### src/rtl/bcd_addsub_n_if.sv
// Operand/result bundle for the digit-serial BCD adder/subtractor.
// The master drives the request and operands; the slave returns status and result.
interface bcd_addsub_n_if #(
  parameter int DIGITS = 4
);
  logic                  start;
  logic                  sub;
  logic [4*DIGITS-1:0]   a;
  logic [4*DIGITS-1:0]   b;
  logic                  busy;
  logic                  done;
  logic [4*DIGITS-1:0]   sum;
  logic                  cout;
  logic                  neg;
  logic                  invalid;

  modport master (
    output start, sub, a, b,
    input  busy, done, sum, cout, neg, invalid
  );

  modport slave (
    input  start, sub, a, b,
    output busy, done, sum, cout, neg, invalid
  );
endinterface

### src/rtl/bcd_addsub_n.sv
// Digit-serial packed-BCD adder/subtractor, one digit per clock, LSD first.
// Negative differences are turned into sign-magnitude by a second nines-complement pass.
//
//   state  | meaning
//   -------+-----------------------------------------------------------
//   IDLE   | waiting for start; results of the last operation held
//   ADD    | adding (or nines-complement subtracting) digit idx
//   FIX    | complementing a negative result back to magnitude, digit idx
//   DONE   | one-cycle completion pulse; start here chains a new op
module bcd_addsub_n #(
  parameter int DIGITS = 4
) (
  input  logic           clk,
  input  logic           rst,
  bcd_addsub_n_if.slave  bus
);

  localparam int W  = 4 * DIGITS;
  localparam int IW = (DIGITS > 1) ? $clog2(DIGITS) : 1;
  localparam logic [IW-1:0] LAST = IW'(DIGITS - 1);

  localparam logic [1:0] S_IDLE = 2'd0;
  localparam logic [1:0] S_ADD  = 2'd1;
  localparam logic [1:0] S_FIX  = 2'd2;
  localparam logic [1:0] S_DONE = 2'd3;

  logic [1:0]    state;
  logic [W-1:0]  a_q;
  logic [W-1:0]  b_q;
  logic [W-1:0]  sum_q;
  logic          sub_q;
  logic          carry;
  logic          cout_q;
  logic          neg_q;
  logic          inv_q;
  logic [IW-1:0] idx;

  logic          bad_digit;
  logic [3:0]    a_d;
  logic [3:0]    b_d;
  logic [3:0]    s_d;
  logic [3:0]    opx;
  logic [3:0]    opy;
  logic [4:0]    t;
  logic [3:0]    dig;
  logic          c_nxt;

  // Operand scan happens on the live inputs so a bad digit is caught at accept time.
  always_comb begin
    bad_digit = 1'b0;
    for (int i = 0; i < DIGITS; i++) begin
      if (bus.a[4*i +: 4] > 4'd9) bad_digit = 1'b1;
      if (bus.b[4*i +: 4] > 4'd9) bad_digit = 1'b1;
    end
  end

  // Shared single-digit decimal adder used by both passes.
  always_comb begin
    a_d = a_q[{idx, 2'b00} +: 4];
    b_d = b_q[{idx, 2'b00} +: 4];
    s_d = sum_q[{idx, 2'b00} +: 4];
    if (state == S_FIX) begin
      opx = 4'd9 - s_d;
      opy = 4'd0;
    end else begin
      opx = a_d;
      opy = sub_q ? (4'd9 - b_d) : b_d;
    end
    t = {1'b0, opx} + {1'b0, opy} + {4'b0000, carry};
    if (t > 5'd9) begin
      dig   = 4'(t - 5'd10);
      c_nxt = 1'b1;
    end else begin
      dig   = t[3:0];
      c_nxt = 1'b0;
    end
  end

  always_ff @(posedge clk or posedge rst) begin
    if (rst) begin
      state  <= S_IDLE;
      a_q    <= '0;
      b_q    <= '0;
      sum_q  <= '0;
      sub_q  <= 1'b0;
      carry  <= 1'b0;
      cout_q <= 1'b0;
      neg_q  <= 1'b0;
      inv_q  <= 1'b0;
      idx    <= '0;
    end else begin
      case (state)
        S_IDLE, S_DONE: begin
          if (bus.start) begin
            a_q    <= bus.a;
            b_q    <= bus.b;
            sub_q  <= bus.sub;
            sum_q  <= '0;
            cout_q <= 1'b0;
            neg_q  <= 1'b0;
            idx    <= '0;
            carry  <= bus.sub;
            inv_q  <= bad_digit;
            state  <= bad_digit ? S_DONE : S_ADD;
          end else if (state == S_DONE) begin
            state <= S_IDLE;
          end
        end
        S_ADD: begin
          sum_q[{idx, 2'b00} +: 4] <= dig;
          if (idx == LAST) begin
            if (!sub_q) begin
              cout_q <= c_nxt;
              state  <= S_DONE;
            end else if (c_nxt) begin
              state <= S_DONE;
            end else begin
              neg_q <= 1'b1;
              idx   <= '0;
              carry <= 1'b1;
              state <= S_FIX;
            end
          end else begin
            idx   <= idx + 1'b1;
            carry <= c_nxt;
          end
        end
        S_FIX: begin
          sum_q[{idx, 2'b00} +: 4] <= dig;
          if (idx == LAST) begin
            state <= S_DONE;
          end else begin
            idx   <= idx + 1'b1;
            carry <= c_nxt;
          end
        end
        default: state <= S_IDLE;
      endcase
    end
  end

  assign bus.busy    = (state == S_ADD) || (state == S_FIX);
  assign bus.done    = (state == S_DONE);
  assign bus.sum     = sum_q;
  assign bus.cout    = cout_q;
  assign bus.neg     = neg_q;
  assign bus.invalid = inv_q;

endmodule
### src/flat_wrapper.sv
// flat-port wrapper written by rule: the top's interface ports become plain ports
module bcd_addsub_n_flat 
#(
  parameter int DIGITS = 4
)
  (clk, rst, bus_start, bus_sub, bus_a, bus_b, bus_busy, bus_done, bus_sum, bus_cout, bus_neg, bus_invalid);
  bcd_addsub_n_if #(.DIGITS(DIGITS)) bus_i ();
  input  logic clk;
  input  logic rst;
  input wire logic [$bits(bus_i.start)-1:0] bus_start;
  input wire logic [$bits(bus_i.sub)-1:0] bus_sub;
  input wire logic [$bits(bus_i.a)-1:0] bus_a;
  input wire logic [$bits(bus_i.b)-1:0] bus_b;
  output wire logic [$bits(bus_i.busy)-1:0] bus_busy;
  output wire logic [$bits(bus_i.done)-1:0] bus_done;
  output wire logic [$bits(bus_i.sum)-1:0] bus_sum;
  output wire logic [$bits(bus_i.cout)-1:0] bus_cout;
  output wire logic [$bits(bus_i.neg)-1:0] bus_neg;
  output wire logic [$bits(bus_i.invalid)-1:0] bus_invalid;
  assign bus_i.start = bus_start;
  assign bus_i.sub = bus_sub;
  assign bus_i.a = bus_a;
  assign bus_i.b = bus_b;
  assign bus_busy = bus_i.busy;
  assign bus_done = bus_i.done;
  assign bus_sum = bus_i.sum;
  assign bus_cout = bus_i.cout;
  assign bus_neg = bus_i.neg;
  assign bus_invalid = bus_i.invalid;
  bcd_addsub_n #(.DIGITS(DIGITS)) u_core (.clk(clk), .rst(rst), .bus(bus_i));
endmodule
### config.mk
export PLATFORM = sky130hd
export DESIGN_NAME = bcd_addsub_n_flat
export DESIGN_NICKNAME = d
export VERILOG_FILES = /design/src/rtl/bcd_addsub_n_if.sv /design/src/rtl/bcd_addsub_n.sv /design/src/flat_wrapper.sv
export SDC_FILE = /design/constraint.sdc
export NUM_CORES = 1
export LEC_CHECK = 0
export BUFFER_PORTS_ARGS = -buffer_cell sky130_fd_sc_hd__buf_2
export CORE_ASPECT_RATIO = 1.1
export CORE_MARGIN = 2
export CORE_UTILIZATION = 51
export DETAILED_ROUTE_END_ITERATION = 8
export PLACE_DENSITY = 0.77
export SKIP_LAST_GASP = 1
export SYNTH_ARGS = -nofsm -noshare
export SYNTH_HDL_FRONTEND = slang
export SYNTH_SLANG_ARGS = --single-unit
### constraint.sdc
create_clock -name clk -period 3.55 [get_ports clk]
set_clock_uncertainty 0.2 [all_clocks]
set_input_delay 0.5325 -clock clk [delete_from_list [all_inputs] [get_ports clk]]
set_output_delay 0.5325 -clock clk [all_outputs]
set_load 0.005 [all_outputs]
# Word level (Yosys, flattened, before mapping)
# Cells that the tools add are included.
totals:
  reg_bits: 57
  in_bits: 36
  out_inout_bits: 21
op_classes:
  n_addsub: 7
  order_cmp: 9
  eq_ne: 14
  n_shift: 5
  n_mux: 42
  n_reduce_logical: 10
op_table:
  columns: ["operator", "count"]
  rows:
  - ["variable part select 16 x 5 -> 4 bit", 3]
  - ["greater-than comparator 4 bit, second input constant", 8]
  - ["case mux 16 bit (2 select lines)", 1]
  - ["two-way mux 2 bit", 11]
  - ["two-way mux 1 bit", 19]
  - ["bitwise mux 16 bit", 1]
  - ["two-way mux 16 bit", 1]
  - ["two-way mux 4 bit", 4]
  - ["variable shift 4 x 6 -> 16 bit, first input constant", 1]
  - ["variable part select 4 x 6 -> 16 bit", 1]
  - ["case mux 2 bit (3 select lines)", 2]
  - ["inequality test 2 bit, second input constant", 5]
  - ["AND reduction 4 bit", 2]
  - ["subtractor 4 bit, first input constant", 2]
  - ["equality test 2 bit, second input constant", 3]
  - ["inequality test 3 bit, second input constant", 2]
  - ["negation 4 -> 6 bit", 1]
  - ["adder 4 x 4 -> 5 bit", 1]
  - ["adder 5 x 1 -> 5 bit", 1]
  - ["greater-than comparator 5 x 4 -> 1 bit, second input constant", 1]
  - ["AND reduction 5 bit", 1]
  - ["inequality test 2 x 1 -> 1 bit, second input constant", 2]
  - ["case mux 1 bit (2 select lines)", 2]
  - ["OR reduction 2 bit", 2]
  - ["10 further kinds", 10]

# Longest topological paths before layout
depth:
  ltp_word: 12
  ltp_mapped: 14

# Worst setup path before layout
# No wires, ideal clock.
synth_timing:
  path_type: "reg2reg"
  startpoint: "register u_core.idx[0]"
  endpoint: "register u_core.carry"
  t_arrival_ns: 3.459
  t_required_ns: 3.271
  path_slack_ns: -0.189
  path_stages_with_launch: 13
  path_buffers: 1
  synth_period_minus_slack_ns: 3.739
  path_cell_list: "dfrtp_1 > buf_2 > mux4_2 > xor2_1 > nand2_1 > fa_1 > inv_1 > fa_1 > o22a_2 > o221ai_1 > o31ai_2 > o31ai_2 > mux2i_1"
synth_between:
  elab_chain_cells: 10
  word_cells_on_any_way: 20
synth_rtl:
  columns: ["item", "line", "text"]
  rows:
  - ["from (decl)", "bcd_addsub_n.sv:36", "logic [IW-1:0] idx;"]
  - ["from (signal assigned)", "bcd_addsub_n.sv:124", "idx <= idx + 1'b1;"]
  - ["from (signal assigned)", "bcd_addsub_n.sv:133", "idx <= idx + 1'b1;"]
  - ["variable part select 16 x 5 -> 4 bit", "bcd_addsub_n.sv:60", "b_d = b_q[{idx, 2'b00} +: 4];"]
  - ["subtractor 4 bit", "bcd_addsub_n.sv:67", "opy = sub_q ? (4'd9 - b_d) : b_d;"]
  - ["two-way mux 4 bit", "bcd_addsub_n.sv:67", null]
  - ["two-way mux 4 bit", "bcd_addsub_n.sv:62", "if (state == S_FIX) begin"]
  - ["adder 4 x 4 -> 5 bit", "bcd_addsub_n.sv:69", "t = {1'b0, opx} + {1'b0, opy} + {4'b0000, carry};"]
  - ["adder 5 x 1 -> 5 bit", "bcd_addsub_n.sv:69", null]
  - ["greater-than comparator 5 x 4 -> 1 bit", "bcd_addsub_n.sv:70", "if (t > 5'd9) begin"]
  - ["two-way mux 1 bit", "bcd_addsub_n.sv:70", null]
  - ["inequality test 3 bit (no line) (tied with other cells)", null, null]
  - ["AND reduction 4 bit (no line) or case mux 1 bit (3 select lines) (tied branches)", null, null]
  - ["to (signal assigned)", "bcd_addsub_n.sv:102", "carry <= bus.sub;"]
  - ["to (signal assigned)", "bcd_addsub_n.sv:125", "carry <= c_nxt;"]
  - ["to (signal assigned)", "bcd_addsub_n.sv:134", "carry <= c_nxt;"]
  - ["to (decl)", "bcd_addsub_n.sv:32", "logic carry;"]
# Parallel ways exist; a longest one is shown, timed or not. The select of a mux whose other input is x is not followed.
# A chain may end at the register's enable or synchronous reset.

# Worst setup path after layout
layout_timing:
  startpoint: "register u_core.idx[0]"
  endpoint: "register u_core.sum_q[9], in the netlist u_core.bus.sum[9]"
layout_between:
  elab_chain_cells: 11
  word_cells_on_any_way: 18
layout_rtl:
  columns: ["item", "line", "text"]
  rows:
  - ["variable part select 16 x 5 -> 4 bit", "bcd_addsub_n.sv:60", null]
  - ["subtractor 4 bit", "bcd_addsub_n.sv:67", null]
  - ["two-way mux 4 bit", "bcd_addsub_n.sv:67", null]
  - ["two-way mux 4 bit", "bcd_addsub_n.sv:62", null]
  - ["adder 4 x 4 -> 5 bit", "bcd_addsub_n.sv:69", null]
  - ["adder 5 x 1 -> 5 bit", "bcd_addsub_n.sv:69", null]
  - ["subtractor 4 bit or greater-than comparator 5 x 4 -> 1 bit (tied branches)", "bcd_addsub_n.sv:71, bcd_addsub_n.sv:70", null]
  - ["two-way mux 4 bit", "bcd_addsub_n.sv:70", null]
  - ["variable part select 4 x 6 -> 16 bit", "bcd_addsub_n.sv:110, bcd_addsub_n.sv:129", null]
  - ["bitwise mux 16 bit (*)", "bcd_addsub_n.sv:110, bcd_addsub_n.sv:129", null]
  - ["case mux 16 bit (2 select lines) (*)", "bcd_addsub_n.sv:92", "case (state)"]
  - ["to (signal, indexed assignment)", "bcd_addsub_n.sv:110", "sum_q[{idx, 2'b00} +: 4] <= dig;"]
  - ["to (signal, indexed assignment)", "bcd_addsub_n.sv:129", "sum_q[{idx, 2'b00} +: 4] <= dig;"]
  - ["to (decl)", "bcd_addsub_n.sv:30", "logic [W-1:0] sum_q;"]
# Every way passes the cells marked *; elsewhere a longest branch is shown, timed or not.

==> qor.csv <==
stage,metric,value,unit
timing,Max Slew Vio Count,0,
global_routing,grt met2 use,0.3902,
die,I/O pin count,57,
die,Starting Density,0.5317,
drt,Via density,5.946,
min_path,Hold WC Path Type,input port to asynchronous set/reset pin,
setup_path,Critical Path Most Common Cell,fa_2,
yosys,Syn Nets,341,
yosys,Yosys warning total,0,
drt,initial DRC count,193,
global_routing,overall routing resource usage,0.2393,
timing,max_slew headroom,0.5205,
timing,Fmax achieved,293.9,MHz
cells_and_area,area grow syn2layout,22.68,%
clock_network,"Reg clk slew, reported paths",60,ps
clock_network,TritonCTS clock tree,yes,
clock_network,Clock Latency Late Sink,350,ps
yosys,Yosys reg bits,57,
yosys,"EDFF count, synth",0,
place,GP Congestion,0.8743,
drt,Residual DRC,0,
drt,routed vias,2652,
drt,drt pass-1 iters,4,
clock_network,root buffer cell,clkbuf_8,
clock_network,Longest Clk Path Bufs,2,
timing,setup TNS,0,ps
timing,period utilization,0.9585,
run,max-cap viol count,0,
timing,Tmin final,3403,ps
yosys,post-synthesis sequential area ratio,0.4331,
setup_path,R2R Path Start,u_core.idx[0]$_DFFE_PP0P_,
yosys,Post-Syn Area,3293,um^2
yosys,Syn Inst Count,290,
global_routing,first-pass GRT wire length,12.64,mm
clock_network,CTS Buf Count,9,
die,core footprint,6193,um^2
global_routing,global routing usage on met1,0.3058,
yosys,ys flop type,dfrtp_1,
yosys,Post-synth ARST share,1.000,
place,Post-DP HPWL,5.851,mm
cells_and_area,layout cells sized above 1,0.4126,
drt,DRT Wirelength,7.927,mm
cells_and_area,"commonest non-fill, non-tap cells in the layout","56 x buf_2, 56 x dfrtp_1, 33 x mux2_2",
setup_path,"Critical Path, Cell by Cell",buf_12 -> mux4_2 -> a21oi_1 -> fa_2 -> inv_1 -> fa_2 -> xnor2_1 -> or4b_4 -> a32oi_4 -> a22o_1,
setup_path,Worst Setup Path Type,register to register,
timing,final hold vios,0,
global_routing,GRT overflow,0,
global_routing,initial antenna violation count,0,
setup_path,CP required,3630,ps
clock_network,CTS sink cnt,57,
global_routing,largest net degree at the start of global routing,38,
yosys,"Avg Cell Area, Syn",11.36,um^2
run_status,status,completed,
setup_path,peak fanout along the critical path,6,
setup_path,Crit. End Element,register,
cells_and_area,diode count,0,
timing,Tightest Pin Transition,718.3,ps
yosys,Unique masters post-synth,52,
cells_and_area,final net count,413,
global_routing,grt peak-use layer,met2,
setup_path,critical path arrival,3490,ps
place,port bufs,56,
timing,Finish-stage setup viols,0,
die,chip height,88.28,um
setup_path,CP startpoint kind,register,
global_routing,met3 GRT Util,0.06837,
drt,Antenna Nets Post-Route,0,
die,die area,7117,um^2
clock_network,number of H-tree levels,3,
setup_path,worst setup path start,u_core.idx[0]$_DFFE_PP0P_,
setup_path,Slowest cell on crit path,or4b_4,
die,Rows,30,
drt,Avg WL per Cell,17.77,um
global_routing,vias in the first global route,2645,
die,die width,80.62,um
clock_network,cts hold-fix bufs,0,
setup_path,Worst path max stage delay,540,ps
==> critical path: cells and delay by family (launching register included) <==
kind	cells	cell delay [ps]
xor gates and xnor gates	1	180
AOI/OAI and AO/OA	3	730
muxes	1	480
and+or+nand+nor	1	540
DFF	1	400
adders and majority gates	2	650
buffers and inverters	2	160
==> final timing paths <==
path | endpoint | slack, ps | cells past startpoint
worst min-delay path | u_core.a_q[12]$_DFFE_PP0P_ | 100 | 2
max in group asynchronous | u_core.b_q[8]$_DFFE_PP0P_ | 2260 | 3
worst max-delay path | u_core.bus.sum[9]$_DFFE_PP0P_ | 150 | 10
min in group clk | u_core.b_q[8]$_DFFE_PP0P_ | 220 | 2
worst min register to register | u_core.bus.invalid$_DFFE_PP0P_ | 300 | 2
worst max register to register | u_core.bus.sum[9]$_DFFE_PP0P_ | 150 | 10
==> synth_stat cells (3+ instances only) <==
library cell,count,share of area
mux2i_1,6,0.018
o21ai_1,3,0.0046
nor2_1,19,0.022
nand3_1,3,0.0046
nor4_1,4,0.0076
nand4_1,5,0.0095
a22o_1,8,0.021
o21ai_0,21,0.032
ha_1,13,0.049
clkbuf_1,7,0.0080
nor3_1,3,0.0046
a211o_1,3,0.0080
inv_1,13,0.015
a2111oi_0,3,0.0080
mux4_2,12,0.082
a21boi_0,4,0.0091
mux2_2,33,0.11
buf_2,6,0.0091
nand2_1,24,0.027
dfrtp_1,57,0.43
==> cell families after synthesis <==
logic type,Yosys count,synth area share
mux,51,0.2131
fa+ha+maj,15,0.06155
flops,57,0.4331
simple gates,70,0.1052
compound gates,64,0.1410
buf+inv,29,0.03533
xor+xnor,4,0.01064
==> metal layers <==
| layer | share of wire | vias to the layer above |
|---|---|---|
| li1 | - | 1224 |
| met1 | 0.41 | 1321 |
| met2 | 0.51 | 95 |
| met3 | 0.058 | 12 |
| met4 | 0.022 | 0 |
| met5 | 0 | - |
==> sequential cells by signal (all words and copies together), names as in the netlist <==
register and cells:
u_core.idx 2, u_core.a_q 16, u_core.state 2, u_core.sub_q 1, u_core.bus.invalid 1, u_core.bus.sum 16, u_core.b_q 16, u_core.carry 1
u_core.bus.neg 1, u_core.bus.cout 1
==> area by class of cell <==
cell class / count / area, um^2
sequential: 57 / 1428
multi-input combinational: 204 / 1826
tap: 80 / 100.1
timing repair buffer: 75 / 435.4
clock inverter: 3 / 40.04
clock buffer: 12 / 155.1
fill: 472 / 2153
inverter: 15 / 56.30
==> what timing repair did <==
item / 4_1_cts / 5_1_grt
setup endpoints to repair: 3 / 17
resized for setup: 2 / 10
pin swaps: 2 / 5
buffers inserted: 2 / 0
==> per-stage QoR <==
step                instances  setup WS [ps]  hold slack, ps  cell area (um^2)  utilization
finish                    446          147.2           100.3              4040       0.6523
CTS                       446          1.474           117.4              3996       0.6453
global placement          429          28.84           258.8              3780       0.6103
floorplan                 290          4.851           273.3              3328            -
global route              446         -22.77           158.9              4040       0.6523
detailed placement        429         -35.28           265.5              3780       0.6103
Power is left out: the tool's default activity adds up to more than one toggle a clock period on the data nets, which glitch-free logic cannot reach.
